<file path="config.mk">
export PLATFORM = sky130hd
export DESIGN_NAME = covox_player
export DESIGN_NICKNAME = d
export VERILOG_FILES = /design/src/rtl/snd_pkg.sv /design/src/rtl/snd_fifo.sv /design/src/rtl/covox_player.sv
export SDC_FILE = /design/constraint.sdc
export NUM_CORES = 1
export LEC_CHECK = 0
export CAP_MARGIN = 20
export CORE_MARGIN = 2
export CORE_UTILIZATION = 59
export DETAILED_ROUTE_END_ITERATION = 8
export GPL_TIMING_DRIVEN = 0
export PLACE_DENSITY = 0.8
export SYNTH_ARGS = -nofsm -noshare
export SYNTH_HDL_FRONTEND = slang
export SYNTH_HIERARCHICAL = 1
export SYNTH_SLANG_ARGS = --single-unit
</file>
<file path="constraint.sdc">
create_clock -name clk -period 4.3 [get_ports clk]
set_input_delay 0.86 -clock clk [delete_from_list [all_inputs] [get_ports clk]]
set_output_delay 0.86 -clock clk [all_outputs]
set_load 0.01 [all_outputs]
</file>
<file path="src/rtl/snd_pkg.sv">
// ---------------------------------------------------------------------------
// snd_pkg : shared defaults and playback state encoding | rev 1.0
// ---------------------------------------------------------------------------
`default_nettype none

package snd_pkg;

  localparam int unsigned DEF_FIFO_DEPTH = 16;
  localparam int unsigned DEF_RATE_W     = 12;

  typedef enum logic [0:0] {
    ST_IDLE = 1'b0,
    ST_RUN  = 1'b1
  } play_state_e;

endpackage

`default_nettype wire

</file>
<file path="src/rtl/snd_fifo.sv">
// ---------------------------------------------------------------------------
// snd_fifo : power-of-two sample FIFO with flush, level, full, empty | rev 1.0
// ---------------------------------------------------------------------------
`default_nettype none

module snd_fifo
  import snd_pkg::*;
#(
  parameter int unsigned DEPTH = DEF_FIFO_DEPTH,
  parameter int unsigned DW    = 8
) (
  input  logic                   clk,
  input  logic                   rst_n,
  input  logic                   push,
  input  logic                   pop,
  input  logic                   flush,
  input  logic [DW-1:0]          din,
  output logic [DW-1:0]          dout,
  output logic [$clog2(DEPTH):0] level,
  output logic                   full,
  output logic                   empty
);

  localparam int unsigned AW = $clog2(DEPTH);
  localparam int unsigned LW = AW + 1;
  localparam logic [LW-1:0] FULL_LVL = LW'(DEPTH);

  logic [DW-1:0] mem_q [DEPTH];
  logic [AW-1:0] wr_ptr_q, wr_ptr_d;
  logic [AW-1:0] rd_ptr_q, rd_ptr_d;
  logic [LW-1:0] level_q, level_d;
  logic          push_ok;
  logic          pop_ok;

  assign full    = (level_q == FULL_LVL);
  assign empty   = (level_q == '0);
  assign level   = level_q;
  assign dout    = mem_q[rd_ptr_q];
  assign push_ok = push && !full && !flush;
  assign pop_ok  = pop && !empty;

  always_comb begin
    wr_ptr_d = wr_ptr_q;
    rd_ptr_d = rd_ptr_q;
    level_d  = level_q;
    if (flush) begin
      wr_ptr_d = '0;
      rd_ptr_d = '0;
      level_d  = '0;
    end else begin
      if (push_ok) wr_ptr_d = wr_ptr_q + AW'(1);
      if (pop_ok)  rd_ptr_d = rd_ptr_q + AW'(1);
      case ({push_ok, pop_ok})
        2'b10:   level_d = level_q + LW'(1);
        2'b01:   level_d = level_q - LW'(1);
        default: level_d = level_q;
      endcase
    end
  end

  always_ff @(posedge clk or negedge rst_n) begin
    if (!rst_n) begin
      wr_ptr_q <= '0;
      rd_ptr_q <= '0;
      level_q  <= '0;
    end else begin
      wr_ptr_q <= wr_ptr_d;
      rd_ptr_q <= rd_ptr_d;
      level_q  <= level_d;
    end
  end

  // Storage needs no reset: the level counter alone defines validity.
  always_ff @(posedge clk) begin
    if (push_ok) mem_q[wr_ptr_q] <= din;
  end

endmodule

`default_nettype wire

</file>
<file path="src/rtl/covox_player.sv">
// ---------------------------------------------------------------------------
// covox_player : rate-timed FIFO sample player sharing the sound port with the CPU | rev 1.0
// ---------------------------------------------------------------------------
`default_nettype none

module covox_player
  import snd_pkg::*;
#(
  parameter int unsigned FIFO_DEPTH = DEF_FIFO_DEPTH,
  parameter int unsigned RATE_W     = DEF_RATE_W
) (
  input  logic                        clk,
  input  logic                        rst_n,
  input  logic [7:0]                  cpu_din,
  input  logic                        cpu_beeper_wr,
  input  logic                        cpu_covox_wr,
  input  logic                        fifo_wr,
  input  logic [7:0]                  fifo_din,
  input  logic                        fifo_flush,
  input  logic                        play_en,
  input  logic [RATE_W-1:0]           rate_div,
  output logic                        fifo_full,
  output logic [$clog2(FIFO_DEPTH):0] fifo_level,
  output logic                        underrun,
  output logic                        overflow,
  input  logic                        flags_clr,
  output logic [7:0]                  snd_din,
  output logic                        snd_beeper_wr,
  output logic                        snd_covox_wr
);

  play_state_e       state_q, state_d;
  logic [RATE_W-1:0] cnt_q, cnt_d;
  logic              pending_q, pending_d;
  logic [7:0]        sample_q, sample_d;
  logic              underrun_q, underrun_d;
  logic              overflow_q, overflow_d;
  logic [7:0]        snd_din_q, snd_din_d;
  logic              snd_beeper_wr_q, snd_beeper_wr_d;
  logic              snd_covox_wr_q, snd_covox_wr_d;

  logic       tick;
  logic       issue;
  logic       pending_busy;
  logic       pop;
  logic       underrun_set;
  logic       overflow_set;
  logic       fifo_empty;
  logic [7:0] fifo_dout;

  snd_fifo #(
    .DEPTH (FIFO_DEPTH),
    .DW    (8)
  ) u_fifo (
    .clk   (clk),
    .rst_n (rst_n),
    .push  (fifo_wr),
    .pop   (pop),
    .flush (fifo_flush),
    .din   (fifo_din),
    .dout  (fifo_dout),
    .level (fifo_level),
    .full  (fifo_full),
    .empty (fifo_empty)
  );

  always_comb begin
    state_d         = state_q;
    cnt_d           = cnt_q;
    pending_d       = pending_q;
    sample_d        = sample_q;
    snd_din_d       = snd_din_q;
    snd_beeper_wr_d = 1'b0;
    snd_covox_wr_d  = 1'b0;
    tick            = 1'b0;
    issue           = 1'b0;
    pop             = 1'b0;
    underrun_set    = 1'b0;

    case (state_q)
      ST_IDLE: begin
        if (play_en) begin
          state_d = ST_RUN;
          cnt_d   = rate_div;
        end
      end
      ST_RUN: begin
        if (!play_en) begin
          state_d = ST_IDLE;
          cnt_d   = '0;
        end else if (cnt_q == '0) begin
          tick  = 1'b1;
          cnt_d = rate_div;
        end else begin
          cnt_d = cnt_q - RATE_W'(1);
        end
      end
      default: state_d = ST_IDLE;
    endcase

    // CPU writes always win the port; a queued sample waits a cycle.
    if (cpu_beeper_wr) begin
      snd_beeper_wr_d = 1'b1;
      snd_din_d       = cpu_din;
    end else if (cpu_covox_wr) begin
      snd_covox_wr_d = 1'b1;
      snd_din_d      = cpu_din;
    end else if (pending_q) begin
      snd_covox_wr_d = 1'b1;
      snd_din_d      = sample_q;
      issue          = 1'b1;
    end

    // A sample leaving this cycle frees the slot, allowing one write per cycle.
    pending_busy = pending_q && !issue;
    if (issue) pending_d = 1'b0;
    if (tick && !pending_busy) begin
      if (!fifo_empty) begin
        pop       = 1'b1;
        pending_d = 1'b1;
        sample_d  = fifo_dout;
      end else begin
        underrun_set = 1'b1;
      end
    end
    if (state_q == ST_RUN && !play_en) pending_d = 1'b0;

    overflow_set = fifo_wr && fifo_full && !fifo_flush;
    underrun_d   = underrun_set ? 1'b1 : (flags_clr ? 1'b0 : underrun_q);
    overflow_d   = overflow_set ? 1'b1 : (flags_clr ? 1'b0 : overflow_q);
  end

  always_ff @(posedge clk or negedge rst_n) begin
    if (!rst_n) begin
      state_q         <= ST_IDLE;
      cnt_q           <= '0;
      pending_q       <= 1'b0;
      sample_q        <= 8'h00;
      underrun_q      <= 1'b0;
      overflow_q      <= 1'b0;
      snd_din_q       <= 8'h00;
      snd_beeper_wr_q <= 1'b0;
      snd_covox_wr_q  <= 1'b0;
    end else begin
      state_q         <= state_d;
      cnt_q           <= cnt_d;
      pending_q       <= pending_d;
      sample_q        <= sample_d;
      underrun_q      <= underrun_d;
      overflow_q      <= overflow_d;
      snd_din_q       <= snd_din_d;
      snd_beeper_wr_q <= snd_beeper_wr_d;
      snd_covox_wr_q  <= snd_covox_wr_d;
    end
  end

  assign underrun      = underrun_q;
  assign overflow      = overflow_q;
  assign snd_din       = snd_din_q;
  assign snd_beeper_wr = snd_beeper_wr_q;
  assign snd_covox_wr  = snd_covox_wr_q;

endmodule

`default_nettype wire

</file>
# --- After elaboration in Yosys (flattened, before gate mapping) ---
# Memories as Yosys holds them, arrays and structs flattened. A register that Yosys moved wholly into a read port is not among the register bits.
# Cells that the tools add are included.
totals:
  register_bits: 39
  latch_bits: 0
  ramBits: 128
  mem_bits_ro: 0
  inputBits: 36
  elab_cells: 83
  memories: 1
memory_table:
  columns: ["memory", "words", "word_bits", "rd", "rd_ports_with_merged_regs", "write_ports", "line", "rtl"]
  rows:
  - ["u_fifo.mem_q", 16, 8, 1, 1, 1, "snd_fifo.sv:28", "logic [DW-1:0] mem_q [DEPTH];"]
op_classes:
  n_addsub: 5
  mul: 0
  n_div: 0
  n_lt_le_gt_ge: 0
  n_eq_ne: 4
  n_shift: 0
  n_mux: 36
  n_bitwise: 2
  n_reduce_logical: 24
ops:
  columns: ["cell", "count"]
  rows:
  - ["12-bit 2-to-1 mux", 3]
  - ["8-bit 2-to-1 mux", 3]
  - ["12-bit case mux with 2 select lines", 1]
  - ["1-bit 2-to-1 mux", 23]
  - ["4-bit 2-to-1 mux", 4]
  - ["12-bit logical NOT", 1]
  - ["12-bit by 1-bit subtractor with 12-bit output, second input constant", 1]
  - ["5-bit case mux with 2 select lines", 1]
  - ["4-bit by 1-bit adder with 4-bit output, second input constant", 2]
  - ["1-bit logical AND", 8]
  - ["2-bit nonzero test", 4]
  - ["1-bit logical NOT", 7]
  - ["3-bit nonzero test", 2]
  - ["5-bit by 1-bit adder with 5-bit output, second input constant", 1]
  - ["5-bit == test, second input constant", 1]
  - ["5-bit logical NOT", 1]
  - ["5-bit 2-to-1 mux", 1]
  - ["5-bit by 1-bit subtractor with 5-bit output, second input constant", 1]
  - ["2-bit by 1-bit == test with 1-bit output, second input constant", 1]
  - ["2-bit == test, second input constant", 1]
  - ["2-bit inequality test, second input constant", 1]
  - ["1-bit inverter", 2]
  - ["2-bit AND reduction", 1]

# --- Longest topological paths before layout ---
depth:
  ltp_word: 12
  ltp_mapped: 14
  ltp_nobuf: 12

# --- Hierarchy ---
# Netlist, hierarchy kept.
modules_own_cells:
  columns: ["module", "instances", "cells_each", "area_per_inst_um2"]
  rows:
  - ["snd_fifo", 1, 317, 5800.6]
  - ["covox_player", 1, 174, 1860.5]

# --- Worst setup path after synthesis ---
# OpenSTA, ideal clock, no wires.
synth_path:
  path_kind: "register -> register"
  start: "reg cnt_q[0]"
  end: "reg u_fifo.level_q[4] (netlist: u_fifo/level[4])"
  setup_ns: 0.125
  t_arrival_ns: 3.135
  required_time_ns: 4.175
  slack_ns: 1.039
  path_stages_with_launch: 14
  path_buffers: 2
  synth_period_minus_slack_ns: 3.261
  cell_sequence: "dfrtp_1 inv_1 ha_1 or4b_2 buf_4 nor4_1 clkbuf_1 o21ai_2 a21o_1 fa_1 nand2b_1 a21oi_1 o21a_1 nor3_2"
synth_via:
  elab_chain_len: 10
synth_lines:
  columns: ["item", "line", "rtl"]
  rows:
  - ["start, declared", "covox_player.sv:33", "logic [RATE_W-1:0] cnt_q, cnt_d;"]
  - ["start signal, assigned", "covox_player.sv:146", "cnt_q <= cnt_d;"]
  - ["12-bit logical NOT *", "covox_player.sv:91", "end else if (cnt_q == '0) begin"]
  - ["1-bit 2-to-1 mux *", "covox_player.sv:91", null]
  - ["1-bit 2-to-1 mux *", "covox_player.sv:88", "if (!play_en) begin"]
  - ["1-bit 2-to-1 mux *", "covox_player.sv:80", "case (state_q)"]
  - ["1-bit logical AND *", "covox_player.sv:117", "if (tick && !pending_busy) begin"]
  - ["1-bit 2-to-1 mux *", "covox_player.sv:117", null]
  - ["named net pop", "covox_player.sv:45", "logic pop;"]
  - ["1-bit logical AND *", "snd_fifo.sv:40", "assign pop_ok = pop && !empty;"]
  - ["2-bit by 1-bit == test with 1-bit output / 2-bit == test (equally long branches)", "snd_fifo.sv:53", "case ({push_ok, pop_ok})"]
  - ["5-bit case mux with 2 select lines", "snd_fifo.sv:53", null]
  - ["5-bit 2-to-1 mux", "snd_fifo.sv:46", "if (flush) begin"]
  - ["end signal, assigned", "snd_fifo.sv:69", "level_q <= level_d;"]
  - ["end, declared", "snd_fifo.sv:31", "logic [LW-1:0] level_q, level_d;"]
# The timed path passes the listed nets; every way through them passes the cells marked *.
# A chain may end at the register's enable or synchronous reset.

# --- Worst setup path after layout ---
layout_path:
  start: "in cpu_beeper_wr"
  end: "reg u_fifo.level_q[4] (netlist: u_fifo/level[4])"
layout_via:
  elab_chain_len: 10
layout_lines:
  columns: ["item", "line", "rtl"]
  rows:
  - ["start, declared", "covox_player.sv:15", "input logic cpu_beeper_wr,"]
  - ["1-bit 2-to-1 mux *", "covox_player.sv:102", "if (cpu_beeper_wr) begin"]
  - ["1-bit logical NOT *", "covox_player.sv:115", "pending_busy = pending_q && !issue;"]
  - ["1-bit logical AND *", "covox_player.sv:115", null]
  - ["1-bit logical NOT *", "covox_player.sv:117", null]
  - ["1-bit logical AND *", "covox_player.sv:117", null]
  - ["1-bit 2-to-1 mux *", "covox_player.sv:117", null]
  - ["named net pop", "covox_player.sv:45", null]
  - ["1-bit logical AND *", "snd_fifo.sv:40", null]
  - ["2-bit by 1-bit == test with 1-bit output / 2-bit == test (equally long branches)", "snd_fifo.sv:53", null]
  - ["5-bit case mux with 2 select lines", "snd_fifo.sv:53", null]
  - ["5-bit 2-to-1 mux", "snd_fifo.sv:46", null]
# Marks and branches as above.

==> reports/results.txt <==
Based on the critical path, the design can be clocked at up to 253.7 MHz. By count the netlist is led by sky130_fd_sc_hd__edfxtp_1, sky130_fd_sc_hd__dfrtp_1, sky130_fd_sc_hd__nor2_1, sky130_fd_sc_hd__mux4_2, sky130_fd_sc_hd__nand2_1. Counting every sink on the clock net gives 175. The tools report the total global-route track usage as 25.39%. The antenna diode count is 0.

The run gives 60.46% as the starting density of the core. Total count of hold-check failures in the final report: 0. In this run the horizontal extent of the chip is 118.0 um. The final layout contains 611 nets. Net switching is 23.94% of the power. The maximum vdd drop came out at 0.0003252 V. In this run the critical register-to-register path is launched from cnt_q[0]$_DFFE_PN0P_. The share of flip-flops with an asynchronous set or reset was 26.86%; the global-route wire length before repair was 26520 um.

The kind of path behind the tightest hold check is in2async. The flow ran to the end, and the final reports show no timing, DRC or antenna violations. The analysis attributes to cell leakage a power of 0.003232 uW.

Along the worst path, the maximum fanout reaches 10. The most used flip-flop cell after synthesis is sky130_fd_sc_hd__edfxtp_1. In the final layout, flip-flops and latches occupy 5020 um2. Summing internal, switching and leakage power gives 3934 uW.

STA classifies the critical path startpoint as a primary input. The logs give 491 for the synthesized netlist cell count and 7661 um2 for the cell area after synthesis. For the share of synthesized area occupied by flip-flops and latches, the log shows 65.52%.

The setup path with the least slack is of type in2reg. The logs give 0 ns for the sum of negative setup slack and 6 for the number of iterations in the first detailed-routing pass. For the final database, setup skew stands at 0.01093 ns. The tools report the via count of the first global-routing pass as 4690. The critical path ends at u_fifo/level[4]$_DFFE_PN0P_. The floorplan has 41 rows.

For this run, design rule violations remaining after detail routing come to 0. The post-route netlist has 17.68% of its cells at a drive strength greater than 1. The tools report the number of distinct library cells after synthesis as 62.

In the final routed layout, each cell accounts on average for 22.34 um. Internal portion of total power: 2993 uW. Entering global routing, the biggest net connects 39 pins. The core region is 12670 um2.

Counting cells, the worst reg-to-reg path comes to 13. The synthesized flop and latch total is 175. In this run, the combinational gates consume 9.9% of the power. The required time at the endpoint of the critical path came out at 4.61 ns. Ranked by total cell area, the synthesized netlist is headed by sky130_fd_sc_hd__edfxtp_1, sky130_fd_sc_hd__dfrtp_1, sky130_fd_sc_hd__mux4_2.

The endpoint identified for the worst register-to-register timing path is u_fifo/level[4]$_DFFE_PN0P_. The root buffer selected by CTS was sky130_fd_sc_hd__clkbuf_16. The area growth from synthesis to layout is 18.05%. The number of buffers created by CTS came out at 17. CTS built an H-tree with a depth of 4.

The tools report the sequential share of power as 49.2%. The post-DP HPWL is 10610 um. Input and output buffers added on the ports amount to 53. Dividing the synthesized area by the synthesized cell count gives 15.60 um2. The number of nets handed over by synthesis was 538.

The sum of overflow across all layers after global routing was 0; the hold slack was 0.2886 ns. The tools report the worst relative slew slack as 43.84%. For the pin with the worst max-slew slack, the measured transition is 0.8393 ns. Of the total power, the clock network draws 40.9%. The routed wire length was 16730 um.

The launch point of the critical path is cpu_beeper_wr. The run gives 0.43 ns as the clock insertion delay at the later pin of the skew report. The logs give 2 for the number of buffers between clock root and the deepest sink and 0 for the post-cts repair resize count. The number of antenna violations at the first check in global routing came out at 0. The worst setup path is captured at a register. The number of synthesized flops with an enable pin works out to 128. The Yosys step of the flow raised 6 warnings.

For flop-to-flop paths, the worst setup slack is 0.52 ns. Dividing total power by cell area gives a power density of 435.0 nW/um2. After the first detailed-routing iteration, the DRC count stood at 754. The antenna violation net count after detailed routing was 0. After clock tree synthesis, the flow added hold-fix buffers numbering 0. Reported max-cap violation count: 0.

The total die area is 13910 um2. TritonCTS built the clock tree. In this run the count of I/O pins placed on the die edge is 54. The die is 118.0 um tall. The share of synthesized area in the top cell type comes to 50.17%. After filler insertion, the fill cell instance count of the layout stands at 810. The clock-pin slew on the worst setup and hold paths works out to 0.07 ns. Library cell occupying the most area in the post-synthesis netlist: sky130_fd_sc_hd__edfxtp_1. The run gives 941.7 uW as the net switching power. In the final layout, the multi-input gates occupy 2435 um2.

sky130_fd_sc_hd__edfxtp_1 is the most common cell in the netlist. Post-CTS timing repair inserted 0 buffers for setup. Total count of max-transition violations in the final report: 0. Setup violations remaining at the end of the flow were counted as 0. After layout, the worst path uses 91.68% of the clock period. The final critical-path required period works out to 3.942 ns. Setup repair after global routing left no endpoint under its margin.

Data arrives at the worst endpoint at 4.25 ns. After detailed routing, the number of vias per cell comes to 6.290. The detailed router placed 4711 vias in this run. The placer congestion estimate came out at 0.8885.
## per-layer routing
layer	track usage [%]	wire, um
met1	33.47	6341
met4	7.605	298
met3	6.153	1412
met5	0	0
met2	42.33	8676
## area by class of cell
type / count / area share (%)
clock buffers: 17 / 4.704
flip-flops and latches: 175 / 55.51
repair buffers: 54 / 6.032
plain buffers: 26 / 1.660
clock inverters: 15 / 2.172
inverters: 15 / 0.6226
well taps: 172 / 2.380
multi-input cells: 275 / 26.92
## registers in the layout, summed over array words and instances, names as in the netlist, 4 cells and up
name             cells
cnt_q               12
sample_q             8
u_fifo/wr_ptr_q      4
u_fifo/mem_q       128
snd_din              8
u_fifo/rd_ptr_q      4
u_fifo/level         5
## power by group through the flow
| stage | logic [uW] | clock network [uW] | registers (uW) |
|---|---|---|---|
| after global routing | 424 | 1700 | 1940 |
| after global placement | 368 | 0 | 1960 |
| after detailed placement | 384 | 0 | 1970 |
| final | 391 | 1610 | 1930 |
| after CTS | 389 | 1630 | 1930 |
| after floorplan | 235 | 0 | 1960 |
## critical path, stage by stage
cell and delay, ns:
sky130_fd_sc_hd__clkdlybuf4s50_1 0.46, sky130_fd_sc_hd__o21ai_0 0.44, sky130_fd_sc_hd__nand2_1 0.25, sky130_fd_sc_hd__nor4_1 0.36, sky130_fd_sc_hd__clkbuf_1 0.37, sky130_fd_sc_hd__o21ai_2 0.15, sky130_fd_sc_hd__a21o_1 0.21, sky130_fd_sc_hd__fa_1 0.46
sky130_fd_sc_hd__nand2b_1 0.18, sky130_fd_sc_hd__a21oi_1 0.27, sky130_fd_sc_hd__o21a_1 0.19, sky130_fd_sc_hd__nor3_2 0.04
## per-stage QoR
stage / utilization [%] / instances / area (um2) / setup slack [ns]
floorplan: - / 491 / 7661 / 1.039
global placement: 66.35 / 716 / 8407 / 0.2031
detailed placement: 66.47 / 717 / 8422 / 0.05393
CTS: 71.37 / 749 / 9044 / 0.4975
global route: 71.37 / 749 / 9044 / 0.1104
finish: 71.37 / 749 / 9044 / 0.3576
## kinds of logic (layout without fill, tap and decap cells)
kind of cell               Yosys count  count (layout)  share of synthesized area, %
xor gates and xnor gates             8               8                        0.9146
and+or+nand+nor                    120             120                         8.346
muxes                               62              62                         13.51
adders and majority gates           11              11                         1.895
buffers and inverters               41             127                         2.695
DFF                                175             175                         65.52
AOI/OAI and AO/OA                   74              74                         7.121
## how the worst min path moves through the flow
stage	startpoint	to	slack (ns)	depth (start not counted)
after detailed placement	sample_q[2]$_DFFE_PN0P_	sample_q[2]$_DFFE_PN0P_	0.51	1
after floorplan	cnt_q[7]$_DFFE_PN0P_	cnt_q[7]$_DFFE_PN0P_	0.48	1
final	rst_n	snd_din[2]$_DFFE_PN0P_	0.29	1
after CTS	rst_n	snd_din[2]$_DFFE_PN0P_	0.28	1
after global placement	sample_q[1]$_DFFE_PN0P_	sample_q[1]$_DFFE_PN0P_	0.50	1
after global routing	rst_n	snd_din[2]$_DFFE_PN0P_	0.29	1
## cells in the final DEF, fill, tap and decap left out, drive strengths merged, types with 4 or more instances in the layout
cell type | Yosys | routed
inv | 15 | 22
xor2 | 5 | 5
mux2i | 19 | 19
mux2 | 11 | 11
a22oi | 17 | 17
dfrtp | 47 | 47
o22ai | 4 | 4
ha | 10 | 10
and3 | 4 | 4
nor2 | 42 | 42
nor2b | 5 | 5
o211ai | 5 | 5
or4 | 5 | 5
or2 | 4 | 4
o21ai | 15 | 15
buf | 12 | 14
o31ai | 7 | 7
nand2 | 27 | 27
clkdlybuf4s50 | 0 | 52
nor4 | 8 | 8
nor3 | 7 | 7
edfxtp | 128 | 128
clkbuf | 14 | 31
mux4 | 32 | 32
a21oi | 9 | 9
No activity file was read; power rests on OpenSTA's default activity.
